[config.mk]
export PLATFORM = sky130hd
export DESIGN_NAME = hdmi_i2c_init_sequencer
export DESIGN_NICKNAME = d
export VERILOG_FILES = /design/src/rtl/hdmi_i2c_init_sequencer.sv
export SDC_FILE = /design/constraint.sdc
export NUM_CORES = 1
export LEC_CHECK = 0
export ABC_AREA = 1
export CAP_MARGIN = 5
export CORE_MARGIN = 5
export CORE_UTILIZATION = 55
export CTS_BUF_LIST = sky130_fd_sc_hd__clkbuf_8
export CTS_CLUSTER_SIZE = 28
export DETAILED_ROUTE_END_ITERATION = 8
export HOLD_SLACK_MARGIN = 0.05
export PLACE_DENSITY_LB_ADDON = 0.2
export SETUP_SLACK_MARGIN = 0.05
export SLEW_MARGIN = 20
export SYNTH_ARGS = -nofsm -noshare
export SYNTH_HDL_FRONTEND = slang
export SYNTH_SLANG_ARGS = --single-unit
[constraint.sdc]
create_clock -name clk_50 -period 4.3 [get_ports clk_50]
set_clock_uncertainty 0.15 [all_clocks]
set_input_delay 0.43 -clock clk_50 [delete_from_list [all_inputs] [get_ports clk_50]]
set_output_delay 0.43 -clock clk_50 [all_outputs]
set_load 0.01 [all_outputs]
[src/rtl/hdmi_i2c_init_sequencer.sv]
// Walks a {dev, reg, data} register table and issues each entry as one I2C write,
// retrying NACKed entries and reporting the failing index when retries run out.
module hdmi_i2c_init_sequencer #(
  parameter int CLK_DIV   = 125,
  parameter int ADDR_W    = 8,
  parameter int RETRY_MAX = 3
) (
  input  logic              clk_50,
  input  logic              reset,
  input  logic              start,
  output logic              busy,
  output logic              done,
  output logic              error,
  output logic [ADDR_W-1:0] err_index,
  output logic [ADDR_W-1:0] tbl_addr,
  input  logic [23:0]       tbl_data,
  output logic              scl,
  output logic              sda_oe,
  input  logic              sda_i
);

  localparam int DIV_W = (CLK_DIV > 2) ? $clog2(CLK_DIV) : 1;
  localparam logic [DIV_W-1:0] DIV_TOP   = DIV_W'(CLK_DIV - 1);
  localparam logic [3:0]       RETRY_LIM = 4'(RETRY_MAX);

  typedef enum logic [2:0] {
    S_IDLE, S_FETCH, S_LOAD, S_START, S_BIT, S_ACK, S_STOP, S_NEXT
  } state_t;

  typedef struct packed {
    logic [7:0] dev;
    logic [7:0] rga;
    logic [7:0] data;
  } entry_t;

  state_t            state, state_n;
  logic [1:0]        q, q_n;
  logic [2:0]        bit_cnt, bit_n;
  logic [1:0]        byte_sel, byte_n;
  entry_t            ent, ent_n;
  logic [DIV_W-1:0]  div, div_n;
  logic [3:0]        retry, retry_n;
  logic [ADDR_W-1:0] index, index_n;
  logic              nack, nack_n;
  logic              error_n, done_n, busy_n;
  logic [ADDR_W-1:0] err_index_n;
  logic              scl_n, sda_n;
  logic [1:0]        sda_sync;
  logic              sda_s, tick, bit_val;
  logic [7:0]        cur_byte;

  assign tick     = (div == '0);
  assign sda_s    = sda_sync[1];
  assign tbl_addr = index;

  always_comb begin
    cur_byte = ent.data;
    case (byte_sel)
      2'd0:    cur_byte = ent.dev;
      2'd1:    cur_byte = ent.rga;
      default: cur_byte = ent.data;
    endcase
  end
  assign bit_val = cur_byte[bit_cnt];

  // Divider is reloaded in FETCH and keeps counting through LOAD, so START Q0 is one
  // cycle short and a full entry costs exactly 2 + 113 quarters including NEXT.
  always_comb begin
    if (state == S_IDLE)
      div_n = '0;
    else if (state == S_FETCH || tick)
      div_n = DIV_TOP;
    else
      div_n = div - DIV_W'(1);
  end

  always_comb begin
    state_n     = state;
    q_n         = q;
    bit_n       = bit_cnt;
    byte_n      = byte_sel;
    ent_n       = ent;
    retry_n     = retry;
    index_n     = index;
    nack_n      = nack;
    error_n     = error;
    err_index_n = err_index;
    done_n      = 1'b0;
    case (state)
      S_IDLE: begin
        if (start) begin
          index_n = '0;
          error_n = 1'b0;
          retry_n = '0;
          state_n = S_FETCH;
        end
      end
      S_FETCH: state_n = S_LOAD;
      S_LOAD: begin
        // dev[0] is forced to the write direction at capture time
        ent_n = {tbl_data[23:16] & 8'hFE, tbl_data[15:0]};
        if (tbl_data[23:16] == 8'hFF) begin
          done_n  = 1'b1;
          state_n = S_IDLE;
        end else begin
          q_n     = '0;
          nack_n  = 1'b0;
          state_n = S_START;
        end
      end
      S_START: begin
        if (tick) begin
          if (q == 2'd1) begin
            q_n     = '0;
            bit_n   = 3'd7;
            byte_n  = '0;
            state_n = S_BIT;
          end else begin
            q_n = q + 2'd1;
          end
        end
      end
      S_BIT: begin
        if (tick) begin
          q_n = q + 2'd1;
          if (q == 2'd3) begin
            if (bit_cnt == 3'd0) state_n = S_ACK;
            else                 bit_n   = bit_cnt - 3'd1;
          end
        end
      end
      S_ACK: begin
        if (tick) begin
          q_n = q + 2'd1;
          if (q == 2'd2 && sda_s) nack_n = 1'b1;
          if (q == 2'd3) begin
            if (nack || byte_sel == 2'd2) begin
              state_n = S_STOP;
            end else begin
              byte_n  = byte_sel + 2'd1;
              bit_n   = 3'd7;
              state_n = S_BIT;
            end
          end
        end
      end
      S_STOP: begin
        if (tick) begin
          if (q == 2'd2) begin
            q_n = '0;
            if (!nack) begin
              state_n = S_NEXT;
            end else if (retry < RETRY_LIM) begin
              retry_n = retry + 4'd1;
              nack_n  = 1'b0;
              state_n = S_START;
            end else begin
              error_n     = 1'b1;
              err_index_n = index;
              state_n     = S_IDLE;
            end
          end else begin
            q_n = q + 2'd1;
          end
        end
      end
      S_NEXT: begin
        retry_n = '0;
        // last table slot acts as an implicit terminator rather than wrapping
        if (index == '1) begin
          done_n  = 1'b1;
          state_n = S_IDLE;
        end else begin
          index_n = index + ADDR_W'(1);
          state_n = S_FETCH;
        end
      end
      default: state_n = S_IDLE;
    endcase
  end

  assign busy_n = (state_n != S_IDLE);

  always_comb begin
    scl_n = 1'b1;
    sda_n = 1'b0;
    case (state)
      S_START: sda_n = (q == 2'd1);
      S_BIT: begin
        scl_n = (q == 2'd1) || (q == 2'd2);
        sda_n = ~bit_val;
      end
      S_ACK:   scl_n = (q == 2'd1) || (q == 2'd2);
      S_STOP: begin
        scl_n = (q != 2'd0);
        sda_n = (q != 2'd2);
      end
      default: begin
        scl_n = 1'b1;
        sda_n = 1'b0;
      end
    endcase
  end

  always_ff @(posedge clk_50 or posedge reset) begin
    if (reset) begin
      state     <= S_IDLE;
      q         <= '0;
      bit_cnt   <= '0;
      byte_sel  <= '0;
      ent       <= '0;
      div       <= '0;
      retry     <= '0;
      index     <= '0;
      nack      <= 1'b0;
      busy      <= 1'b0;
      done      <= 1'b0;
      error     <= 1'b0;
      err_index <= '0;
      scl       <= 1'b1;
      sda_oe    <= 1'b0;
      sda_sync  <= 2'b11;
    end else begin
      state     <= state_n;
      q         <= q_n;
      bit_cnt   <= bit_n;
      byte_sel  <= byte_n;
      ent       <= ent_n;
      div       <= div_n;
      retry     <= retry_n;
      index     <= index_n;
      nack      <= nack_n;
      busy      <= busy_n;
      done      <= done_n;
      error     <= error_n;
      err_index <= err_index_n;
      scl       <= scl_n;
      sda_oe    <= sda_n;
      sda_sync  <= {sda_sync[0], sda_i};
    end
  end

endmodule
==> flow_summary.toml, run 1 <==
[run_status]
status = "completed"

[global_routing]
grt_util_all_layers_pct = 20.9
grt_first_pass_wirelength_um = 14100
antenna_found_initial = 0
grt_max_degree = 51
grt_pass1_vias = 3034
overflow = 0

[layout]
drive_gt1_share_pct = 9.55
final-seq-area_um2 = 1710
fillers = 525
multi_input_area_um2 = 1650
fin_util_pct = 68.8
syn2layout_area_growth_pct = 21.6
num_antenna_cells = 0
stdcell_area_um2 = 4370
final_net_count = 551

[timing]
slew_headroom_pct = 42.7
tightest_slew_ns = 0.859
tns_ns = 0
timing.final.crit_share_pct = 49.0
finalSetupViolations = 0
period_minus_slack_ns = 2.11
slew_viol_final = 0
setup_slack_ns = 2.19
final_hold_viol_count = 0
grt_setup_unrepaired = "no"
max_freq_ghz = 0.475

[logic_synthesis]
syn_nets = 499
yosysSeqAreaShare_pct = 47.5
synth_xor_area_share_pct = 1.46
synth_top_cell_area_share_pct = 45.3
synth_compound_area_share_pct = 8.74
synth_top_family_by_area = "simple AND/OR/NAND/NOR gates"
synthesis.area_um2 = 3590
synthMuxAreaShare_pct = 0
synthAdderAreaFrac_pct = 5.22
ys_ff_latch = 68
synthCells = 456
synth_common_cells = "170 x nand2_1, 65 x dfrtp_1, 45 x inv_1, 35 x nor2_1, 26 x nand3_1"
synth_most_common_cell = "nand2_1"
synth.area.top_cells = "dfrtp_1 45%, nand2_1 18%, ha_1 5.2%"
yosysTopAreaCell = "dfrtp_1"
synth_ff_type = "dfrtp_1"
syn_area_per_cell_um2 = 7.88
synth_async_sr_flop_share_pct = 100
yosys.area_share.simple_pct = 30.5
ys.warnings.count = 0
synth-edff-count = 0
synth.distinct_cells = 33

[routing]
wl_um = 8270
drtIter0Drc = 184
routed_via_density = 5.31
wl_per_cell_um = 14.0
first_pass_iters = 5
postRouteAntennaNets = 0
drcViolationCount = 0
via_count = 3134

[floorplan]
rows = 29
coreArea_um2 = 6350
die_h_um = 90.8
die_area_um2 = 8250
die_x_um = 90.8
initial_core_util_pct = 56.6
io_pins = 49

[placement]
dp_slack_ns = 2.15
placed_area_um2 = 4130
place_congestion = 0.915
port_buffers = 48
post-dp-hpwl_um = 5990

[worst_setup_path]
max_stage_delay_ns = 0.49
path_class = "reg2reg"
crit_fanout = 9
worst_setup_path_end_kind = "flop"
start_kind = "flop"
cp_common_cell = "nand2_1"
path_cells = "inv_1, ha_1, nor2_1, nand2_1, nand3_1, nand3_1, nand2_1, nand2_1, nand3_1, nand2_1"
path_delay_family = "simple AND/OR/NAND/NOR gates"
critPathArrivalTime_ns = 2.19
critical_path_required_ns = 4.38
path_buf_inv = 1
crit_slowest_cell = "nor2_1"

[power]
power_mw = 2.32
ir_drop_v = 0.000368
powerDensity_nw_per_um2 = 531
p_leak_nw = 2.13

[clock_network]
cts_buffers = 9
cts_root_buf = "clkbuf_8"
cts_htree_levels = 3
cts_tree = "done"
ctsHoldBuffers = 0
clkLatencyLatePin_ns = 0.35
clkSlewWorstSetupHoldPaths_ns = 0.07
cts_setup_buffers = 0
numClockSinks = 68
clk_path_buf_depth = 2
ctsResizeCount = 0

[run]
max-cap-violations = 0

[worst_hold_path]
hold_path.class = "reg2reg"
[cell families (layout without fill, tap and decap cells)]
logic type	count (synthesis)	after routing
adder cells (fa/ha/maj)	15	15
flip-flops	68	68
AND/OR/NAND/NOR	258	258
XOR/XNOR	6	6
buffers and inverters	56	113
AO/OA/AOI/OAI	53	53
[metrics by stage]
stage | hold slack, ns | std cells
finish | 0.209 | 590
global route | 0.218 | 590
CTS | 0.210 | 590
detailed placement | 0.200 | 574
global placement | 0.196 | 574
floorplan | 0.195 | 456
[power breakdown]
group | switching [mW] | leakage, nW | internal, mW
Combinational | 0.402 | 1.17 | 0.299
Clock | 0.246 | 0.125 | 0.384
Sequential | 0.152 | 0.830 | 0.836
[path summary, 6_finish.rpt]
path	from	to	slack, ns	depth (start not counted)
worst max register to register	byte_sel[1]	sda_oe	2.19	10
max in group asynchronous	reset	sda_sync[0]	2.79	3
min in group asynchronous	reset	ent[12]	0.40	2
worst max-delay path	byte_sel[1]	sda_oe	2.19	10
worst min-delay path	sda_sync[0]	sda_sync[1]	0.21	0
worst min register to register	sda_sync[0]	sda_sync[1]	0.21	0
[layout by cell type (no fill, tap or decap), types with 4 or more instances in the layout]
| master | n |
|---|---|
| nand3_2 | 4 |
| a21oi_1 | 13 |
| nand2_1 | 170 |
| nand3_1 | 26 |
| ha_1 | 15 |
| nand4_1 | 6 |
| inv_1 | 45 |
| o21ai_2 | 8 |
| xor2_1 | 5 |
| clkbuf_8 | 9 |
| o21ai_0 | 14 |
| dfrtp_1 | 65 |
| clkdlybuf4s50_1 | 48 |
| o21ai_1 | 9 |
| nor2_1 | 35 |
| nor2_2 | 7 |
[metal layers]
metal  part of all wire (%)  global-route usage [%]  up-vias
met1                     44                    27.7     1458
met3                    6.7                    5.42       19
met5                      0                       0        -
met4                    2.3                    9.78        0
met2                     47                    32.0      112
li1                       -                       -     1545
[registers in the layout, indices dropped and copies added (netlist names)]
register   cells
sda_oe         1
busy           1
state          3
bit_cnt        3
err_index      8
nack           1
byte_sel       2
error          1
q              2
done           1
ent           23
sda_sync       2
tbl_addr       8
scl            1
retry          4
div            7
[layout make-up]
class | instances | area share, %
Multi-Input combinational cell | 332 | 37.8
Inverter | 47 | 4.12
Timing Repair Buffer | 50 | 11.3
Sequential cell | 68 | 39.0
Clock buffer | 9 | 2.84
Tap cell | 77 | 2.21
Clock inverter | 7 | 2.66
Power figures use the tool's default switching activity.
==> inputs of run 2 (changes only) <==
==> constraint.sdc (replaced) <==
create_clock -name clk_50 -period 2.1 [get_ports clk_50]
set_clock_uncertainty 0.15 [all_clocks]
set_input_delay 0.21 -clock clk_50 [delete_from_list [all_inputs] [get_ports clk_50]]
set_output_delay 0.21 -clock clk_50 [all_outputs]
set_load 0.01 [all_outputs]
==> run 2 against run 1 <==
- clock power up 100%
- critical endpoint is now retry[0]
- die area unchanged
- worst setup slack got worse by 2.0 ns
- final cell count rose by 1.2%
- sequential share of layout area shrank 0.62 points
- first-iteration DRC count grew 9.8%
- non-clock buffer count increased by 7
==> flow_summary.toml, run 2 (synthesis gave the netlist of run 1 again) <==
[layout]
syn2layout_area_growth_pct = 23.5
layout_commonest_cell = "nand2_1"
largest_reg_flops = 23
fillers = 494
final_net_count = 558
num_antenna_cells = 0
final_cell_mix = "169 x nand2_1, 65 x dfrtp_1, 48 x clkdlybuf4s50_1"
regMostFlops = "ent"
drive_gt1_share_pct = 11.2

[clock_network]
cts_buffers = 9
clk_path_buf_depth = 2
numClockSinks = 68
clkLatencyLatePin_ns = 0.35
cts_root_buf = "clkbuf_8"
clkSlewWorstSetupHoldPaths_ns = 0.07
cts_htree_levels = 3
ctsHoldBuffers = 0
cts_tree = "done"

[global_routing]
grt_first_pass_wirelength_um = 14300
overflow = 0
grt_pass1_vias = 3031
grt_util_all_layers_pct = 21.1
grt_max_degree = 69
antenna_found_initial = 0

[timing]
slew_viol_final = 0
tightest_slew_ns = 0.663
tns_ns = 0
grt_setup_unrepaired = "yes"
max_freq_ghz = 0.527
period_minus_slack_ns = 1.90
timing.final.crit_share_pct = 90.3
setup_slack_ns = 0.203
finalSetupViolations = 0
slew_headroom_pct = 55.7
final_hold_viol_count = 0

[power]
powerDensity_nw_per_um2 = 1070
ir_drop_v = 0.000691
p_leak_nw = 2.15

[worst_setup_path]
start_kind = "flop"
crit_slowest_cell = "dfrtp_1"
path_buf_inv = 1
critPathArrivalTime_ns = 1.98
r2r_end = "retry[0]"
reg2reg_depth = 7
critical_path_required_ns = 2.19
regToRegSetupSlack_ns = 0.20
crit_path_end = "retry[0]"
reg2reg_from = "q[0]"
worst_setup_path_end_kind = "flop"
cp_common_cell = "nand2_1"
crit_cells = 7
crit_fanout = 7
path_cells = "inv_1, ha_1, nand4_1, nand2_1, nand4_2, nand2_1, o21ai_1"
path_class = "reg2reg"
path_delay_family = "simple AND/OR/NAND/NOR gates"
crit_path_start = "q[0]"
max_stage_delay_ns = 0.44

[routing]
first_pass_iters = 5
drtIter0Drc = 202
wl_um = 8370
via_count = 3172
drcViolationCount = 0
routed_via_density = 5.31
postRouteAntennaNets = 0
wl_per_cell_um = 14.0

[run]
max-cap-violations = 0

[floorplan]
initial_core_util_pct = 56.6
coreArea_um2 = 6350
io_pins = 49
die_x_um = 90.8
die_h_um = 90.8
die_area_um2 = 8250
rows = 29

[run_status]
status = "completed"

[placement]
port_buffers = 48
dp_slack_ns = 0.233
place_congestion = 0.901
post-dp-hpwl_um = 5870

[worst_hold_path]
hold_path.class = "in2reg"
==> run 2: cell count changes in the layout (fill, tap and decap cells not counted), sizes merged <==
| cell | previous run | this run |
|---|---|---|
| clkinv | 4 | 1 |
| clkbuf | 9 | 11 |
| inv | 47 | 46 |
| buf | 2 | 9 |
| clkinvlp | 0 | 3 |
| bufinv | 3 | 2 |
==> run 2: metrics by stage <==
stage / utilization, % / hold WS [ns] / cell area (µm²) / power (mW) / std cells
2_1_floorplan: - / 0.0645 / 3600 / 2.97 / 456
3_3_place_gp: 65.8 / 0.196 / 4180 / 3.41 / 579
3_5_place_dp: 65.8 / 0.201 / 4180 / 3.48 / 579
4_1_cts: 69.5 / 0.119 / 4420 / 4.76 / 595
5_1_grt: 69.9 / 0.125 / 4440 / 5.10 / 597
6_report: 69.9 / 0.121 / 4440 / 4.76 / 597
==> run 2: layout make-up <==
cell class	instances	area (µm²)	area share [%]
Sequential cell	68	1710	38.4
Clock inverter	5	83.8	1.89
Multi-Input combinational cell	332	1660	37.4
Clock buffer	11	151	3.41
Tap cell	77	96.3	2.17
Timing Repair Buffer	57	561	12.6
Inverter	47	183	4.12
==> run 2: worst min-delay path by stage <==
stage	from	end	cells after the start	slack, ns
floorplan	sda_i	sda_sync[0]	0	0.06
global placement	sda_sync[0]	sda_sync[1]	0	0.20
detailed placement	sda_sync[0]	sda_sync[1]	0	0.20
CTS	sda_i	sda_sync[0]	1	0.12
global route	sda_i	sda_sync[0]	1	0.12
finish	sda_i	sda_sync[0]	1	0.12
==> run 2: where the power goes <==
group / leakage (nW) / internal (mW) / switching (mW)
combinational: 1.21 / 0.624 / 0.838
clock: 0.112 / 0.735 / 0.527
sequential: 0.830 / 1.71 / 0.323
==> run 2: worst register-to-register path, stage by stage, from the launching register on <==
cell     delay (ns)
dfrtp_1        0.44
inv_1          0.13
ha_1           0.36
nand4_1        0.20
nand2_1        0.18
nand4_2        0.18
nand2_1        0.09
o21ai_1        0.06
==> run 2: metal layers <==
metal | track usage (%) | vias up | routed length [µm]
met5 | 0 | - | 0
met4 | 10.8 | 0 | 252
met3 | 4.50 | 25 | 502
met2 | 32.4 | 109 | 4040
met1 | 28.1 | 1478 | 3580
li1 | - | 1560 | -
==> run 2: timing repair <==
| action | in CTS | in global routing |
|---|---|---|
| gates resized for setup | 0 | 2 |
| setup endpoints to repair | 0 | 4 |
| setup buffers | 0 | 2 |
==> inputs of run 3 (changes only) <==
--- a/config.mk
+++ b/config.mk
@@ -12,8 +12,8 @@
 export CTS_BUF_LIST = sky130_fd_sc_hd__clkbuf_8
 export CTS_CLUSTER_SIZE = 28
 export DETAILED_ROUTE_END_ITERATION = 8
-export HOLD_SLACK_MARGIN = 0.05
 export PLACE_DENSITY_LB_ADDON = 0.2
+export RECOVER_POWER = 25
 export SETUP_SLACK_MARGIN = 0.05
 export SLEW_MARGIN = 20
 export SYNTH_ARGS = -nofsm -noshare
==> run 3 against run 2 <==
- fmax decreased by 0.19%
- worst setup slack worse by 0.0035 ns
- final cell count did not move
- power about the same
- largest cell class unchanged
- sequential power hardly changed
- die area did not move
==> flow_summary.toml, run 3 (synthesis gave the netlist of run 1 again) <==
[run_status]
status = "completed"

[power]
ir_drop_v = 0.000691
power_mw = 4.76
p_leak_nw = 2.14
powerDensity_nw_per_um2 = 1070

[global_routing]
grt_max_degree = 69
grt_util_all_layers_pct = 21.1
grt_first_pass_wirelength_um = 14300
antenna_found_initial = 0
grt_pass1_vias = 3031
overflow = 0

[layout]
fin_util_pct = 69.7
final_net_count = 558
syn2layout_area_growth_pct = 23.2
stdcell_area_um2 = 4430
final_cell_mix = "169 x nand2_1, 65 x dfrtp_1, 46 x clkdlybuf4s50_1"
largest_reg_flops = 23
num_antenna_cells = 0
regMostFlops = "ent"
drive_gt1_share_pct = 11.2
layout_commonest_cell = "nand2_1"

[floorplan]
rows = 29
die_x_um = 90.8
io_pins = 49
die_h_um = 90.8
die_area_um2 = 8250
coreArea_um2 = 6350
initial_core_util_pct = 56.6

[run]
max-cap-violations = 0

[worst_setup_path]
path_class = "reg2reg"
critPathArrivalTime_ns = 1.99
cp_common_cell = "nand2_1"
path_cells = "inv_1, ha_1, nand4_1, nand2_1, nand4_2, nand2_1, o21ai_1"
critical_path_required_ns = 2.19
start_kind = "flop"
crit_fanout = 7
crit_slowest_cell = "dfrtp_1"
max_stage_delay_ns = 0.44
path_delay_family = "simple AND/OR/NAND/NOR gates"
worst_setup_path_end_kind = "flop"
path_buf_inv = 1

[clock_network]
cts_buffers = 9
cts_htree_levels = 3
clkLatencyLatePin_ns = 0.35
clk_path_buf_depth = 2
ctsHoldBuffers = 0
cts_root_buf = "clkbuf_8"
numClockSinks = 68
cts_tree = "done"
clkSlewWorstSetupHoldPaths_ns = 0.07

[timing]
max_freq_ghz = 0.526
tns_ns = 0
slew_headroom_pct = 39.1
timing.final.crit_share_pct = 90.5
period_minus_slack_ns = 1.90
finalSetupViolations = 0
grt_setup_unrepaired = "yes"
tightest_slew_ns = 0.913
slew_viol_final = 0
holdWs_ns = 0.213
final_hold_viol_count = 0

[routing]
drtIter0Drc = 202
postRouteAntennaNets = 0
wl_per_cell_um = 14.0
via_count = 3168
first_pass_iters = 5
routed_via_density = 5.31
wl_um = 8380
drcViolationCount = 0

[worst_hold_path]
hold_path.class = "reg2reg"

[placement]
placed_area_um2 = 4180
place_congestion = 0.901
port_buffers = 48
post-dp-hpwl_um = 5870
-- run 3: cell types whose count changed in the layout (fill, tap and decap cells not counted), sizes merged --
cell           before  now
clkbuf             11   12
dlygate4sd3         0    2
buf                 9    8
clkdlybuf4s50      48   46
-- run 3: worst paths after layout --
check,start,to,slack [ns],depth (start not counted)
max,q[0],retry[0],0.20,7
min,sda_sync[0],sda_sync[1],0.21,0
max reg2reg,q[0],retry[0],0.20,7
min reg2reg,sda_sync[0],sda_sync[1],0.21,0
max in group asynchronous,reset,tbl_addr[2],0.70,3
min in group asynchronous,reset,busy,0.52,3
-- run 3: power breakdown --
part | leakage [nW] | internal, mW | switching (mW)
clock network | 0.112 | 0.735 | 0.527
logic | 1.20 | 0.620 | 0.838
registers | 0.830 | 1.71 | 0.324
total | 2.14 | 3.07 | 1.69
-- run 3: layout make-up --
type | instances | area [µm²]
inverters | 47 | 183
repair buffers | 57 | 548
clock inverters | 5 | 83.8
multi-input cells | 332 | 1660
fillers | 494 | 1920
well taps | 77 | 96.3
flip-flops and latches | 68 | 1710
clock buffers | 11 | 151
-- run 3: layer usage --
layer,vias to the layer above,track usage (%),wire (µm)
met5,-,0,0
li1,1559,-,-
met1,1485,28.1,3570
met2,101,32.4,4070
met3,23,4.50,497
met4,0,10.8,244
-- run 3: stage by stage --
step | setup slack [ns] | std cells
6_report | 0.200 | 597
5_1_grt | 0.0439 | 597
4_1_cts | 0.227 | 595
3_5_place_dp | 0.233 | 579
3_3_place_gp | 0.266 | 579
2_1_floorplan | 0.351 | 456
-- run 3: what timing repair did --
| action | in CTS | in global routing |
|---|---|---|
| resized for setup | 0 | 2 |
| setup buffers | 0 | 2 |
| endpoints found under the setup margin | 0 | 4 |
